File: config.mk
export PLATFORM = sky130hd
export DESIGN_NAME = mem_port_arbiter
export DESIGN_NICKNAME = d
export VERILOG_FILES = /design/src/rtl/mem_arb_pkg.sv /design/src/rtl/arb_timeout_ctr.sv /design/src/rtl/mem_port_arbiter.sv
export SDC_FILE = /design/constraint.sdc
export NUM_CORES = 1
export LEC_CHECK = 0
export BUFFER_PORTS_ARGS = -buffer_cell sky130_fd_sc_hd__buf_2
export CAP_MARGIN = 15
export CORE_MARGIN = 3
export CORE_UTILIZATION = 50
export DETAILED_ROUTE_END_ITERATION = 10
export PLACE_DENSITY = 0.94
export SLEW_MARGIN = 10
export SYNTH_ARGS = -nofsm -noshare
export SYNTH_HDL_FRONTEND = slang
export SYNTH_SLANG_ARGS = --single-unit
File: constraint.sdc
create_clock -name clk -period 2.65 [get_ports clk]
set_input_delay 0.265 -clock clk [delete_from_list [all_inputs] [get_ports clk]]
set_output_delay 0.265 -clock clk [all_outputs]
set_load 0.02 [all_outputs]
File: src/rtl/mem_arb_pkg.sv
// mem_arb_pkg: shared state, size and byte-enable helpers
// for the memory port arbiter.
package mem_arb_pkg;

  typedef enum logic [1:0] {
    IDLE,
    FETCH,
    DATA
  } arb_state_t;

  localparam logic [1:0] SZ_B = 2'b00;
  localparam logic [1:0] SZ_H = 2'b01;
  localparam logic [1:0] SZ_W = 2'b10;

  localparam logic [31:0] NOP = 32'h0000_0013;

  function automatic logic [3:0] byte_en(
    input logic [1:0] size,
    input logic [1:0] off
  );
    logic [3:0] be;
    unique case (size)
      SZ_B:    be = 4'b0001 << off;
      SZ_H:    be = 4'b0011 << {off[1], 1'b0};
      SZ_W:    be = 4'b1111;
      default: be = 4'b1111;
    endcase
    return be;
  endfunction

  function automatic logic misaligned(
    input logic [1:0] size,
    input logic [1:0] off
  );
    return ((size == SZ_H) && off[0]) ||
           (size[1] && (off != 2'b00));
  endfunction

endpackage

File: src/rtl/arb_timeout_ctr.sv
// arb_timeout_ctr: wait-cycle counter; expire flags the
// last allowed cycle without a memory response.
module arb_timeout_ctr #(
  parameter int TIMEOUT = 255
) (
  input  logic clk,
  input  logic reset,
  input  logic load,
  input  logic enable,
  output logic expire
);

  localparam int W = $clog2(TIMEOUT + 1);

  logic [W-1:0] cnt;

  always_ff @(posedge clk) begin
    if (reset || load) begin
      cnt <= '0;
    end else if (enable) begin
      cnt <= cnt + W'(1);
    end
  end

  assign expire = (cnt == W'(TIMEOUT - 1));

endmodule

File: src/rtl/mem_port_arbiter.sv
// mem_port_arbiter: one-outstanding memory port shared by fetch
// and load/store. Macro DMEM_MISALIGN_CHK_EN faults misaligned data.
module mem_port_arbiter
  import mem_arb_pkg::*;
#(
  parameter int XLEN    = 32,
  parameter int TIMEOUT = 255
) (
  input  logic            clk,
  input  logic            reset,
  input  logic            IfReq,
  input  logic [XLEN-1:0] IfAddr,
  output logic [XLEN-1:0] IfRdata,
  output logic            IfDone,
  input  logic            DmReq,
  input  logic            DmWe,
  input  logic [XLEN-1:0] DmAddr,
  input  logic [XLEN-1:0] DmWdata,
  input  logic [2:0]      DmFunc3,
  output logic [XLEN-1:0] DmRdata,
  output logic            DmDone,
  output logic            DmErr,
  output logic            MemReq,
  output logic            MemWe,
  output logic [XLEN-1:0] MemAddr,
  output logic [XLEN-1:0] MemWdata,
  output logic [3:0]      MemBe,
  input  logic            MemReady,
  input  logic [XLEN-1:0] MemRdata,
  output logic            ArbStall
);

  arb_state_t state, state_nxt;

  logic            req_nxt, we_nxt;
  logic [XLEN-1:0] addr_nxt, wdata_nxt;
  logic [3:0]      be_nxt;
  logic [XLEN-1:0] if_rdata_nxt, dm_rdata_nxt;
  logic            if_done_nxt, dm_done_nxt, dm_err_nxt;
  logic            mis_pend, mis_nxt, misalign;
  logic            if_go, dm_go, expire;
  logic [1:0]      size;
  logic [XLEN-1:0] lane_data;
  logic            unused_bits;

  assign size        = DmFunc3[1:0];
  assign unused_bits = ^{DmFunc3[2], IfAddr[1:0]};

  // A requester still seeing its Done pulse is not re-served.
  assign if_go = IfReq & ~IfDone;
  assign dm_go = DmReq & ~DmDone;

  assign ArbStall = (IfReq & ~IfDone) | (DmReq & ~DmDone);

`ifdef DMEM_MISALIGN_CHK_EN
  assign misalign = misaligned(size, DmAddr[1:0]);
`else
  assign misalign = 1'b0;
`endif

  always_comb begin
    unique case (size)
      SZ_B:    lane_data = {(XLEN/8){DmWdata[7:0]}};
      SZ_H:    lane_data = {(XLEN/16){DmWdata[15:0]}};
      default: lane_data = DmWdata;
    endcase
  end

  arb_timeout_ctr #(
    .TIMEOUT(TIMEOUT)
  ) u_tmo (
    .clk    (clk),
    .reset  (reset),
    .load   (state == IDLE),
    .enable ((state != IDLE) && !MemReady),
    .expire (expire)
  );

  always_comb begin
    state_nxt    = state;
    req_nxt      = MemReq;
    we_nxt       = MemWe;
    addr_nxt     = MemAddr;
    wdata_nxt    = MemWdata;
    be_nxt       = MemBe;
    if_rdata_nxt = IfRdata;
    dm_rdata_nxt = DmRdata;
    if_done_nxt  = 1'b0;
    dm_done_nxt  = 1'b0;
    dm_err_nxt   = 1'b0;
    mis_nxt      = mis_pend;
    unique case (state)
      IDLE: begin
        if (dm_go) begin
          state_nxt = DATA;
          mis_nxt   = misalign;
          req_nxt   = ~misalign;
          we_nxt    = DmWe & ~misalign;
          addr_nxt  = {DmAddr[XLEN-1:2], 2'b00};
          wdata_nxt = DmWe ? lane_data : '0;
          be_nxt    = DmWe ? byte_en(size, DmAddr[1:0])
                           : 4'b1111;
        end else if (if_go) begin
          state_nxt = FETCH;
          req_nxt   = 1'b1;
          we_nxt    = 1'b0;
          addr_nxt  = {IfAddr[XLEN-1:2], 2'b00};
          wdata_nxt = '0;
          be_nxt    = 4'b1111;
        end
      end
      FETCH: begin
        if (MemReady || expire) begin
          state_nxt    = IDLE;
          req_nxt      = 1'b0;
          we_nxt       = 1'b0;
          if_done_nxt  = 1'b1;
          if_rdata_nxt = MemReady ? MemRdata : XLEN'(NOP);
        end
      end
      DATA: begin
        // A misaligned fault completes without a bus cycle.
        if (mis_pend || MemReady || expire) begin
          state_nxt    = IDLE;
          req_nxt      = 1'b0;
          we_nxt       = 1'b0;
          mis_nxt      = 1'b0;
          dm_done_nxt  = 1'b1;
          dm_err_nxt   = mis_pend || !MemReady;
          dm_rdata_nxt = (!mis_pend && MemReady) ? MemRdata : '0;
        end
      end
      default: state_nxt = IDLE;
    endcase
  end

  always_ff @(posedge clk) begin
    if (reset) begin
      state    <= IDLE;
      mis_pend <= 1'b0;
      MemReq   <= 1'b0;
      MemWe    <= 1'b0;
      MemAddr  <= '0;
      MemWdata <= '0;
      MemBe    <= 4'b0000;
      IfRdata  <= XLEN'(NOP);
      DmRdata  <= '0;
      IfDone   <= 1'b0;
      DmDone   <= 1'b0;
      DmErr    <= 1'b0;
    end else begin
      state    <= state_nxt;
      mis_pend <= mis_nxt;
      MemReq   <= req_nxt;
      MemWe    <= we_nxt;
      MemAddr  <= addr_nxt;
      MemWdata <= wdata_nxt;
      MemBe    <= be_nxt;
      IfRdata  <= if_rdata_nxt;
      DmRdata  <= dm_rdata_nxt;
      IfDone   <= if_done_nxt;
      DmDone   <= dm_done_nxt;
      DmErr    <= dm_err_nxt;
    end
  end

endmodule

Word-level counts from Yosys, hierarchy flattened --
Cells that the tools add are included.
Word-level totals: input port bits 137, flip-flop bits (word level) 148, output and inout port bits 138
Operators by class: bitwise gates (word level) 8, add/subtract/negate cells 1, reduce and logical (&&, ||, !) cells 24, mux-type cells 29, shift operators 2, equality and inequality tests 8
Operator list (count):
- 32-bit two-way mux | 7
- 32-bit case mux with 2 select lines | 1
- 4-bit two-way mux | 3
- 1-bit two-way mux | 9
- 8-bit by 1-bit adder with 8-bit output, second input constant | 1
- 8-bit equality test, second input constant | 1
- 2-bit two-way mux | 4
- 4-bit case mux with 2 select lines | 1
- 2-bit inequality test, second input constant | 3
- 1-bit case mux with 3 select lines | 2
- 2-bit case mux with 3 select lines | 1
- 2-bit AND reduction | 3
- 3-bit AND reduction | 2
- 2-bit nonzero test | 3
- 1-bit logical OR | 5
- 1-bit inverter | 5
- 2-bit by 1-bit equality test with 1-bit output, second input constant | 2
- 2-bit zero test | 2
- 4-bit AND reduction | 1
- 2-bit OR reduction | 2
- 1-bit by 2-bit << shifter with 4-bit output, first input constant | 1
- 2-bit by 2-bit << shifter with 4-bit output, first input constant | 1
- 3-bit inequality test, second input constant | 1
- 3-bit nonzero test | 1
- 7 further kinds | 10

Depth between registers and ports, before layout --
word-level depth 5, gate-level depth with buffers 7

Cells and area by module --
Synthesis repeated with hierarchy kept, for this count alone.
Unflattened totals: cells, all modules 611, area, all modules 5970.7 um2
Modules (own cells, without submodules):
- mem_port_arbiter | times used 1, cells each 569, area each 5601.6 um2
- arb_timeout_ctr | times used 1, cells each 42, area each 369.1 um2

Least setup slack after synthesis --
Ideal clock, no wire load.
path type reg-to-reg, from reg state[1], to reg MemReq, setup time 121 ps, path slack 1008 ps, data required time 2529 ps, period minus slack after synthesis 1642 ps, cell stages (with the launch flop) 7, data arrival time 1521 ps, path buffers 0, cells stage by stage dfxtp_1 > inv_1 > ha_1 > o21ba_2 > o21a_1 > nor3_2 > mux2_2
On the way: cells in the longest elaborated chain, start to end 3, elaborated cells on any way between the ends 9, those cells by class 5 x eq/ne; 1 x mux; 3 x reduce/logical
RTL lines:
- start, declared | RTL line mem_port_arbiter.sv:33 | arb_state_t state, state_nxt;
- start signal, assigned | RTL line mem_port_arbiter.sv:152 | state <= state_nxt;
- 2-bit equality test, or another cell as far along | RTL line mem_port_arbiter.sv:92 | unique case (state)
- 2-bit inequality test (no line), or another cell as far along
- 4-bit AND reduction (no line)
- end signal, assigned | RTL line mem_port_arbiter.sv:154 | MemReq <= req_nxt;
- end, declared | RTL line mem_port_arbiter.sv:23 | output logic MemReq,
Parallel ways exist; a longest one is shown, timed or not. A chain may end at the register's enable or synchronous reset.

Final worst setup path --
from reg u_tmo.cnt[0], to reg DmRdata[6]
On the way: cells in the longest elaborated chain, start to end 3
RTL lines:
- start, declared | RTL line arb_timeout_ctr.sv:15 | logic [W-1:0] cnt;
- start signal, assigned | RTL line arb_timeout_ctr.sv:21 | cnt <= cnt + W'(1);
- 8-bit equality test | RTL line arb_timeout_ctr.sv:25 | assign expire = (cnt == W'(TIMEOUT - 1));
- 1-bit logical OR | RTL line mem_port_arbiter.sv:123 | if (mis_pend || MemReady || expire) begin
- 2-bit AND reduction (no line)
- end signal, assigned | RTL line mem_port_arbiter.sv:160 | DmRdata <= dm_rdata_nxt;
- end, declared | RTL line mem_port_arbiter.sv:20 | output logic [XLEN-1:0] DmRdata,
Every way passes these cells.

==> out/metrics.csv <==
stage,metric,value,unit
run_status,outcome,completed,
setup_path,cpPeakStageDelay,0.85,ns
grt,grt_usage,0.2449,
detailed_routing,wire_per_inst,15.92,um
setup_path,critical_path.top_delay_family,compound AO/OA/AOI/OAI gates,
pwr,switchingPower,1.668,mW
pwr,p_seq_frac,0.403,
yosys,synthCells,609,
placement,numPortBuffers,269,
floorplan,fp-row-count,38,
timing,finalClockSkew,0.008845,ns
floorplan,dieArea,0.01266,mm^2
timing,fin_crit,2.188,ns
timing,min_period_over_period,0.8256,
setup_path,path_depth,7,
run,cap_violations,0,
clock_network,root_buffer,clkbuf_16,
setup_path,crit_chain,inv_1 -> ha_1 -> nand3_1 -> o21bai_1 -> a21oi_2 -> buf_4 -> o2bb2ai_1,
timing,fmaxAchievable,457.1,MHz
clock_network,cts.sink_count,145,
timing,timing.final.hold_violations,0,
timing,setup_slack,0.4621,ns
clock_network,clock_path_buffers,2,
final_layout,drive_gt1_frac,0.3796,
yosys,async_flop_share,0,
final_layout,num_antenna_cells,0,
setup_path,cp-end-kind,flip-flop,
final_layout,most-common-layout-cells,"buf_2 (269), dfxtp_1 (145), nand2_1 (108)",
floorplan,die_h,112.5,um
timing,drv_slew,0,
clock_network,numCtsBuffers,17,
final_layout,final_common_cell,buf_2,
yosys,ys_types,47,
detailed_routing,drt_pass1_iterations,6,
clock_network,clkSlewWorstSetupHoldPaths,0.06,ns
pwr,leakage,3.694,nW
placement,place_ws,0.4932,ns
pwr,swShare,0.2750,
timing,holdWs,0.08485,ns
grt,antenna_found_initial,0,
setup_path,crit-reg2reg-launch,u_tmo.cnt[0],
grt,grt-ovfl-total,0,
final_layout,nFillCells,858,
setup_path,crit_required,2.98,ns
detailed_routing,via_per_inst,5.377,
yosys,ys_seq_area_frac,0.5118,
setup_path,cp-start-kind,flip-flop,
setup_path,critPathBufInv,2,
setup_path,worstReg2RegEnd,DmRdata[6],
yosys,ys.flop_type,dfxtp_1,
timing,finalSetupTns,0,ns
yosys,syn-cell-area,0.005672,mm^2
clock_network,cts_hold_buffers,0,
setup_path,crit_fanout,27,
detailed_routing,routed-via-count,5442,
grt,grt_pass1_wl,25640,um
final_layout,area_delta_synth_final,35.91,%
setup_path,worstPathArrival,2.52,ns
setup_path,rrSetupSlack,0.46,ns
hold_path,hold_path.class,primary input to flip-flop,
clock_network,post_cts_resize_count,0,
final_layout,regArea,0.002903,mm^2
grt,grt_pass1_vias,5058,
placement,hpwl,11580,um
setup_path,ff2ff_path_depth,7,
floorplan,die_w,112.5,um
detailed_routing,first_iter_violations,415,
timing,rsz0062_at_grt,no,
pwr,pwr-share-clk,0.411,
pwr,p_int,4.398,mW
yosys,synth_edf_count,0,
timing,finalSetupViolations,0,
timing,worst_pin_slew,1.125,ns
setup_path,criticalPathCategory,flip-flop to flip-flop,
grt,grt_max_degree,73,
timing,max_slew_margin,0.2498,
detailed_routing,ant_nets,0,
yosys,yosys_warnings,0,
yosys,syn_area_per_cell,9.313,um^2
yosys,ys_ff_latch,145,
clock_network,post-cts-setup-buffers,0,
floorplan,initial_utilization,0.5164,
detailed_routing,drc,0,
final_layout,multi_input_area,0.002525,mm^2
pwr,p_comb_frac,0.186,
clock_network,htree_levels,4,
setup_path,worst_path_max_delay_cell,a21oi_2,
placement,routabilityCongestion,0.8244,
pwr,irDropWorstVdd,0.5966,mV
floorplan,core_area,0.01098,mm^2
pwr,p_per_area,787.0,mW/mm^2
hold_path,hold_start,MemRdata[4],
clock_network,cts_tree,done,
hold_path,whs_endpoint,DmRdata[4],
hold_path,holdPathStages,2,
clock_network,clk_latency,0.40,ns
floorplan,boundaryPins,275,
detailed_routing,wirelength,16110,um
final_layout,layout.nets,1003,
==> metal layers <==
metal	GRT usage	wire length, um	vias to the layer above
li1	-	-	2658
met1	0.3027	6527	2530
met3	0.05067	1055	30
met2	0.4243	8142	224
met4	0.08494	381	0
met5	0	0	-
==> worst reg2reg max path: stages, from the launching register on <==
cell	delay (ns)
dfxtp_1	0.39
inv_1	0.06
ha_1	0.19
nand3_1	0.11
o21bai_1	0.10
a21oi_2	0.85
buf_4	0.30
o2bb2ai_1	0.12
==> state kept, by name, indices dropped and copies added, names as in the netlist <==
signal     count
u_tmo.cnt      8
MemWe          1
DmDone         1
DmErr          1
IfDone         1
MemBe          4
MemAddr       30
DmRdata       32
MemWdata      32
IfRdata       32
state          2
MemReq         1
==> cell usage after synthesis (2+ instances only) <==
cell | n | area (um^2)
dfxtp_1 | 145 | 2903
nor3_1 | 5 | 25.02
o21bai_1 | 2 | 15.01
nor2b_1 | 6 | 37.54
buf_1 | 2 | 7.510
ha_1 | 6 | 75.07
nand3_1 | 2 | 10.01
buf_4 | 3 | 22.52
a22oi_1 | 22 | 165.2
buf_2 | 17 | 85.08
a311oi_1 | 30 | 262.8
nand2b_1 | 6 | 37.54
a22o_1 | 5 | 43.79
buf_6 | 2 | 22.52
o31ai_1 | 2 | 15.01
and3_1 | 3 | 18.77
xnor2_1 | 5 | 43.79
clkbuf_1 | 27 | 101.4
mux2_2 | 13 | 146.4
o2bb2ai_1 | 44 | 385.4
a32o_1 | 2 | 20.02
mux2i_1 | 8 | 80.08
a2bb2o_1 | 12 | 120.1
nand2_1 | 108 | 405.4
a21oi_1 | 18 | 90.09
a21boi_0 | 4 | 30.03
nor2_1 | 67 | 251.5
o21ai_0 | 18 | 90.09
inv_1 | 7 | 26.28
==> cell type report <==
cell class              instances  area share
clock buffers                  22     0.06022
clock inverters                 9     0.02013
inverters                       8    0.003895
multi-input cells             406      0.3275
flip-flops and latches        145      0.3766
well taps                     140     0.02272
repair buffers                282      0.1889
==> how the worst max path moves through the flow <==
stage,from,end,slack (ns)
after floorplan,state[1],MemReq,1.01
after global placement,u_tmo.cnt[0],DmRdata[12],0.46
after detailed placement,u_tmo.cnt[0],DmRdata[6],0.49
after CTS,u_tmo.cnt[0],DmRdata[6],0.46
after global routing,u_tmo.cnt[0],DmRdata[6],0.27
final,u_tmo.cnt[0],DmRdata[6],0.46
==> kinds of logic after synthesis <==
logic type | share of synthesized area
AO/OA/AOI/OAI | 0.2274
XOR/XNOR | 0.009265
adder cells (fa/ha/maj) | 0.01324
buffers and inverters | 0.04743
flip-flops | 0.5118
multiplexers | 0.03993
other | 0.0006612
AND/OR/NAND/NOR | 0.1502
==> power by group through the flow <==
stage	registers, mW	logic (mW)	clock network, mW
global route	2.46	1.23	2.62
floorplan	2.70	0.515	0
finish	2.45	1.13	2.49
CTS	2.44	1.13	2.53
global placement	2.48	1.10	0
detailed placement	2.49	1.12	0
==> stage by stage <==
step / std cells / utilization / total power, mW / cell area, um^2
floorplan: 610 / - / 3.214 / 5675
global placement: 981 / 0.6455 / 3.587 / 7089
detailed placement: 981 / 0.6455 / 3.612 / 7089
CTS: 1012 / 0.7019 / 6.099 / 7709
global route: 1012 / 0.7019 / 6.309 / 7709
finish: 1012 / 0.7019 / 6.067 / 7709
Power figures use the tool's default switching activity.
